[src/rtl/button_event_ctrl.sv]
// button_event_ctrl: turns debounced levels into PRESS/RELEASE/LONG events, one pending slot per type
// per channel, and round-robin arbitrates them onto a single valid/ready event port.
module button_event_ctrl #(
    parameter int NUM_CH     = 4,
    parameter int TICK_DIV   = 1000,
    parameter int LONG_TICKS = 500,
    localparam int CW = (NUM_CH > 1) ? $clog2(NUM_CH) : 1
) (
    input  logic              clock,
    input  logic              i_nrst,
    input  logic [NUM_CH-1:0] i_db,
    input  logic              i_evt_ready,
    input  logic              i_ovr_clr,
    output logic              o_evt_valid,
    output logic [CW-1:0]     o_evt_ch,
    output logic [1:0]        o_evt_code,
    output logic [NUM_CH-1:0] o_overrun
);
    localparam int PW = $clog2(TICK_DIV);
    localparam int HW = $clog2(LONG_TICKS);

    typedef enum logic [1:0] {IDLE, PRESSED, HELD} state_t;

    state_t            r_st   [NUM_CH];
    logic [HW-1:0]     r_hold [NUM_CH];
    logic [PW-1:0]     r_pre;
    logic [NUM_CH-1:0] r_pend_p, r_pend_r, r_pend_l;
    logic [CW-1:0]     r_rr;
    logic              w_tick, w_load, w_found;
    logic [NUM_CH-1:0] w_set_p, w_set_r, w_set_l, w_clr_p, w_clr_r, w_clr_l, w_any, w_sel_oh;
    logic [CW-1:0]     w_sel, w_idx;
    logic [1:0]        w_code;

    assign w_tick = r_pre == PW'(TICK_DIV - 1);

    // Release is checked before the tick, so a release on the LONG tick yields only RELEASE.
    always_comb begin
        for (int c = 0; c < NUM_CH; c++) begin
            w_set_p[c] = r_st[c] == IDLE && i_db[c];
            w_set_r[c] = r_st[c] != IDLE && !i_db[c];
            w_set_l[c] = r_st[c] == PRESSED && i_db[c] && w_tick && r_hold[c] == HW'(LONG_TICKS - 1);
        end
    end

    assign w_any = r_pend_p | r_pend_r | r_pend_l;

    // Walk the search order backwards so the last hit is the first channel after the RR pointer.
    always_comb begin
        w_sel   = '0;
        w_idx   = '0;
        w_found = 1'b0;
        for (int k = NUM_CH; k >= 1; k--) begin
            w_idx = CW'((int'(r_rr) + k) % NUM_CH);
            if (w_any[w_idx]) begin
                w_sel   = w_idx;
                w_found = 1'b1;
            end
        end
    end

    assign w_code   = r_pend_p[w_sel] ? 2'b00 : r_pend_l[w_sel] ? 2'b10 : 2'b01;
    assign w_load   = !o_evt_valid || i_evt_ready;
    assign w_sel_oh = (w_load && w_found) ? NUM_CH'(1) << w_sel : '0;
    assign w_clr_p  = w_code == 2'b00 ? w_sel_oh : '0;
    assign w_clr_r  = w_code == 2'b01 ? w_sel_oh : '0;
    assign w_clr_l  = w_code == 2'b10 ? w_sel_oh : '0;

    always_ff @(posedge clock or negedge i_nrst) begin
        if (!i_nrst) begin
            for (int c = 0; c < NUM_CH; c++) begin
                r_st[c]   <= IDLE;
                r_hold[c] <= '0;
            end
        end else begin
            for (int c = 0; c < NUM_CH; c++) begin
                case (r_st[c])
                    IDLE: if (i_db[c]) begin
                        r_st[c]   <= PRESSED;
                        r_hold[c] <= '0;
                    end
                    PRESSED: if (!i_db[c]) r_st[c] <= IDLE;
                        else if (w_tick) begin
                            if (w_set_l[c]) r_st[c] <= HELD;
                            else r_hold[c] <= r_hold[c] + 1'b1;
                        end
                    HELD: if (!i_db[c]) r_st[c] <= IDLE;
                    default: r_st[c] <= IDLE;
                endcase
            end
        end
    end

    always_ff @(posedge clock or negedge i_nrst) begin
        if (!i_nrst) begin
            r_pre       <= '0;
            r_pend_p    <= '0;
            r_pend_r    <= '0;
            r_pend_l    <= '0;
            r_rr        <= '0;
            o_evt_valid <= 1'b0;
            o_evt_ch    <= '0;
            o_evt_code  <= '0;
            o_overrun   <= '0;
        end else begin
            r_pre     <= w_tick ? '0 : r_pre + 1'b1;
            r_pend_p  <= (r_pend_p & ~w_clr_p) | w_set_p;
            r_pend_r  <= (r_pend_r & ~w_clr_r) | w_set_r;
            r_pend_l  <= (r_pend_l & ~w_clr_l) | w_set_l;
            o_overrun <= (i_ovr_clr ? '0 : o_overrun)
                       | (w_set_p & r_pend_p & ~w_clr_p)
                       | (w_set_r & r_pend_r & ~w_clr_r)
                       | (w_set_l & r_pend_l & ~w_clr_l);
            if (w_load) begin
                o_evt_valid <= w_found;
                if (w_found) begin
                    o_evt_ch   <= w_sel;
                    o_evt_code <= w_code;
                    r_rr       <= w_sel;
                end
            end
        end
    end
endmodule
[config.mk]
export PLATFORM = sky130hd
export DESIGN_NAME = button_event_ctrl
export DESIGN_NICKNAME = d
export VERILOG_FILES = /design/src/rtl/button_event_ctrl.sv
export SDC_FILE = /design/constraint.sdc
export NUM_CORES = 1
export LEC_CHECK = 0
export BUFFER_PORTS_ARGS = -buffer_cell sky130_fd_sc_hd__clkbuf_2
export CORE_UTILIZATION = 55
export CTS_CLUSTER_DIAMETER = 80
export CTS_CLUSTER_SIZE = 14
export DETAILED_ROUTE_END_ITERATION = 10
export PLACE_DENSITY = 0.76
export SETUP_SLACK_MARGIN = 0.2
export SLEW_MARGIN = 20
export SYNTH_ARGS = -nofsm -noshare
export SYNTH_HDL_FRONTEND = slang
export SYNTH_SLANG_ARGS = --single-unit
[constraint.sdc]
create_clock -name clock -period 2.79 [get_ports clock]
set_input_delay 0 -clock clock [delete_from_list [all_inputs] [get_ports clock]]
set_output_delay 0 -clock clock [all_outputs]
set_load 0.02 [all_outputs]
# ---- After elaboration in Yosys (flattened, before gate mapping)
# Cells that the tools add are included.
dict set report op_classes {
  magnitude_cmp 5
  bitwise 20
  addsub 9
  n_reduce_logical 49
  muxes 72
  n_eq_ne 43
  n_shift 1
}
# cell n
set op_table {}
lappend op_table {{9-bit 2-to-1 mux} 16}
lappend op_table {{9-bit one-hot mux with 2 select lines} 4}
lappend op_table {{2-bit 2-to-1 mux} 26}
lappend op_table {{2-bit inequality test, second input constant} 20}
lappend op_table {{9-bit by 1-bit adder with 9-bit output, second input constant} 4}
lappend op_table {{4-bit AND} 9}
lappend op_table {{9-bit == test, second input constant} 4}
lappend op_table {{4-bit bitwise OR} 8}
lappend op_table {{3-bit inequality test, second input constant} 8}
lappend op_table {{2-bit one-hot mux with 3 select lines} 4}
lappend op_table {{1-bit logical AND} 21}
lappend op_table {{4-bit 2-to-1 mux} 5}
lappend op_table {{5-bit AND reduction} 4}
lappend op_table {{4-bit AND reduction} 4}
lappend op_table {{2-bit nonzero test} 8}
lappend op_table {{2-bit by 3-bit less-than comparator with 1-bit output, second input constant} 5}
lappend op_table {{1-bit binary-select mux with 2-bit select} 6}
lappend op_table {{4-bit NOT} 3}
lappend op_table {{10-bit by 1-bit adder with 10-bit output, second input constant} 1}
lappend op_table {{10-bit == test, second input constant} 1}
lappend op_table {{2-bit by 1-bit == test with 1-bit output, second input constant} 5}
lappend op_table {{2-bit == test, second input constant} 5}
lappend op_table {{2-bit zero test} 5}
lappend op_table {{1-bit 2-to-1 mux} 10}
lappend op_table {{7 further kinds} 13}
dict set report word_totals {
  elab_cells 215
  out_inout_bits 9
  inputBits 8
  regBits 75
}

# ---- Longest topological paths before layout
dict set report depth {
  ltp_word 19
  ltp_mapped 9
}

# ---- Worst setup path after synthesis
# OpenSTA, ideal clock, no wires.
dict set report synth_path {
  path_type {register to register}
  from {register r_pre[0]}
  to {register r_hold[25] (netlist bit)}
  path_buffers 1
  t_required_ps 2712
  synth_period_minus_slack_ps 2157
  path_stages_with_launch 9
  path_slack_ps 633
  arrival_time_ps 2080
  cell_sequence {dfrtp_1 > ha_1 > and4bb_1 > and3_4 > buf_6 > a2111oi_4 > nand3_2 > or3_1 > a21oi_1}
}
dict set report synth_via {
  elab_chain_len 5
  word_cells_on_any_way 6
}
# element line
set synth_lines {}
lappend synth_lines {{start, declared} 26} ;# logic [PW-1:0] r_pre;
lappend synth_lines {{start signal, assigned} 105} ;# r_pre <= w_tick ? '0 : r_pre + 1'b1;
lappend synth_lines {{10-bit == test *} 34} ;# assign w_tick = r_pre == PW'(TICK_DIV - 1);
lappend synth_lines {{1-bit logical AND (2 in a row)} 41} ;# w_set_l[c] = r_st[c] == PRESSED && i_db[c] && w_tick && r_hold[c] == HW'(LONG_TICKS - 1);
lappend synth_lines {{2-bit inequality test (no source line)} n/a}
lappend synth_lines {{5-bit AND reduction (no source line) *} n/a}
lappend synth_lines {{end signal, assigned by index} 84} ;# else r_hold[c] <= r_hold[c] + 1'b1;
lappend synth_lines {{end, declared} 25} ;# logic [HW-1:0] r_hold [NUM_CH];
# Mark *: on every way between the ends. The rest lies on a longest branch, timed or not.
# A chain may end at the register's enable or synchronous reset.

# ---- Worst setup path after layout
# Ends and elaborated chain as after synthesis.

==> run metrics <==
Post-Layout Cell Count 532; vias 3083; Post-Place Worst Slack 0.371 ns; Clock Sinks 75; min Tclk post-route 2.33 ns; sequential fraction of the synthesis area 0.481; final hold vios 0; H-tree depth 3; Pins Over Slew Limit 0; clk root buf clkbuf_8; # IOs 17; Multi-input gate area 1910 um2; Setup violations, final 0; Post-synth ARST share 1.00; initial antenna violation count 0; Critical Path RT 3.06 ns; first-pass GRT wire length 13000 um; die width 86.2 um; Comb pwr share 0.250; Mapped Nets 423; worst vdd ir 0.298 mV; initial core utilization 0.571; cell internal pwr 1920 uW; Final TNS setup 0 ns; Filler cells 576; placed cells 510; Clk pin slew, worst setup/hold paths 0.08 ns; MaxCap Viol Count 0; Net Sw Frac 0.328; clk_lat worst skew 0.34 ns; fmax 429 MHz; Detailed Route WL 7420 um; synthesized flop and latch total 75; Crit Path Class flip-flop to flip-flop; Sequential Power Share 0.464; Area Overhead vs Synth 10.4%; diode count 0; Sequential Area 1880 um2; Routed Antenna Nets 0; number of global-route vias before repair 2864; total CTS buffers 9; Yosys warning count 0; Final Worst Setup Slack 0.460 ns; total design power 2860 uW; crit-path max FO 16; initial drt markers 185; die height 86.2 um; critical path arrival 2.60 ns; placer congestion estimate 0.854; crit share post-route 0.835; syn_area_per_cell 9.52 um2; Setup crit end kind flip-flop; minimum hold slack 0.0155 ns; worst-margin pin slew 0.905 ns; port buffer count 16; Post-synth EDFFs 0; pwr/cell area 663 nW/um2; CP startpoint kind flip-flop; RSZ-0062 raised after global routing false; status finished clean; die area 7440 um2; DR vias/cell 5.80; grt ovf 0; num rows 30; Max Clock Skew 0.00996 ns; GRT Overall Usage 0.219; Synth Flop Type dfrtp_1; Synth Instances 410; clock power share 0.287; Leakage 0.00188 uW; Layout Nets 444; clock tree buffer depth 2; DP HPWL 5160 um; Post-Syn Area 3900 um2; drt first pass iters 4; P_sw 939 uW; DR DRC count 0; synth unique cells 61; Core Area 6830 um2; Slew headroom 0.397; drt wl/cell 13.9 um; CTS tree built; Hold Crit Class primary input to flip-flop; ratio of cells with drive above 1 in the final layout 0.110; pin count of the biggest net entering global routing 76
[final timing paths]
check / slack (ns) / from / endpoint / depth (start not counted)
min in group asynchronous: 0.33 / i_nrst / r_hold[4]$_DFFE_PN0P_ / 2
hold / removal: 0.02 / i_ovr_clr / o_overrun[2]$_DFF_PN0_ / 4
setup reg to reg: 0.46 / r_pre[0]$_DFF_PN0_ / r_hold[25]$_DFFE_PN0P_ / 7
max in group asynchronous: 1.88 / i_nrst / r_hold[34]$_DFFE_PN0P_ / 2
setup / recovery: 0.46 / r_pre[0]$_DFF_PN0_ / r_hold[25]$_DFFE_PN0P_ / 7
hold reg to reg: 0.49 / r_pre[7]$_DFF_PN0_ / r_pre[7]$_DFF_PN0_ / 1
[stage by stage]
step,utilization,cell area (um2)
5_1_grt,0.631,4310
3_5_place_dp,0.592,4050
4_1_cts,0.630,4300
2_1_floorplan,-,3900
3_3_place_gp,0.592,4050
6_report,0.631,4310
[worst max-delay path, stage by stage (launching register included)]
cell	delay, ns
dfrtp_1	0.41
ha_1	0.26
and4bb_1	0.24
and3_4	0.27
a2111oi_4	0.48
nand3_2	0.13
or3_1	0.32
a21oi_1	0.15
[power groups by stage]
stage / Combinational [uW] / Clock [uW] / Sequential (uW)
floorplan: 523 / 0 / 1350
detailed placement: 700 / 0 / 1350
global route: 795 / 884 / 1350
global placement: 687 / 0 / 1340
CTS: 712 / 844 / 1320
finish: 714 / 819 / 1330
[cells in the final DEF (no fill, tap or decap), types with 3 or more instances in the layout]
master and instances:
dfrtp_1 75, nand2_1 42, nor2_1 42, o21ai_0 27, nand3_1 24, xor2_1 19, inv_1 18, clkbuf_2 15
a21oi_1 14, nand4_1 12, or3_1 10, clkbuf_8 10, and2_1 9, nor3_1 6, o211ai_1 6, dlygate4sd3_1 6
and3_1 5, xnor2_1 5, ha_1 5, o31ai_1 4, nand3b_1 4, a21o_1 4, mux2_2 4, o22ai_1 4
nor4_1 3, nor2b_1 3, a31oi_1 3, a32oi_1 3, nand4b_1 3, nand2b_1 3, a22o_1 3, mux2i_1 3
clkinv_2 3
[layer usage]
metal / vias to the layer above / share of wire / track usage
li1: 1519 / - / -
met1: 1495 / 0.49 / 0.309
met2: 60 / 0.47 / 0.343
met3: 9 / 0.027 / 0.0429
met4: 0 / 0.015 / 0.0697
met5: - / 0 / 0
[registers in the layout, indices dropped and copies added, names as in the netlist]
signal and count:
r_rr 2, r_pend_r 4, r_pre 10, r_pend_l 4, r_hold 36, o_evt_code 2
o_evt_valid 1, r_pend_p 4, o_overrun 4, r_st 8
[layout make-up]
| cell class | count | area share |
|---|---|---|
| Multi-Input combinational cell | 305 | 0.443 |
| Sequential cell | 75 | 0.435 |
| Timing Repair Buffer | 22 | 0.0331 |
| Clock buffer | 11 | 0.0328 |
| Tap cell | 96 | 0.0279 |
| Inverter | 18 | 0.0157 |
| Clock inverter | 5 | 0.0122 |
[synthesized netlist by cell type (2+ instances only)]
master | count | area, um2
dfrtp_1 | 75 | 1880
nand2_1 | 42 | 158
nor2_1 | 42 | 158
o21ai_0 | 27 | 135
nand3_1 | 24 | 120
xor2_1 | 19 | 166
inv_1 | 18 | 67.6
a21oi_1 | 15 | 75.1
nand4_1 | 12 | 75.1
or3_1 | 10 | 62.6
and2_1 | 9 | 56.3
nor3_1 | 6 | 30.0
o211ai_1 | 6 | 45.0
and3_1 | 5 | 31.3
clkbuf_1 | 5 | 18.8
ha_1 | 5 | 62.6
xnor2_1 | 5 | 43.8
a21o_1 | 4 | 30.0
buf_2 | 4 | 20.0
mux2_2 | 4 | 45.0
nand3b_1 | 4 | 30.0
o22ai_1 | 4 | 25.0
o31ai_1 | 4 | 30.0
a211oi_1 | 3 | 22.5
a22o_1 | 3 | 26.3
a31oi_1 | 3 | 18.8
a32oi_1 | 3 | 26.3
mux2i_1 | 3 | 30.0
nand2b_1 | 3 | 18.8
nand4b_1 | 3 | 26.3
nor2b_1 | 3 | 18.8
nor4_1 | 3 | 18.8
nand3_2 | 2 | 20.0
nor4b_1 | 2 | 17.5
o21bai_1 | 2 | 15.0
o32a_1 | 2 | 20.0
or4b_2 | 2 | 20.0
[what timing repair did]
item,4_1_cts,5_1_grt
endpoints found under the hold margin,83,0
buffers inserted,0,0
resized for setup,0,2
hold buffers,6,0
setup endpoints to repair,0,4
[cells by family after synthesis]
logic type	count (synthesis)	share of synthesized area
adders and majority gates	5	0.0160
AOI/OAI and AO/OA	86	0.148
xor gates and xnor gates	24	0.0538
DFF	75	0.481
muxes	7	0.0192
and+or+nand+nor	183	0.250
buffers and inverters	30	0.0324
(Power assumes the default switching activity.)
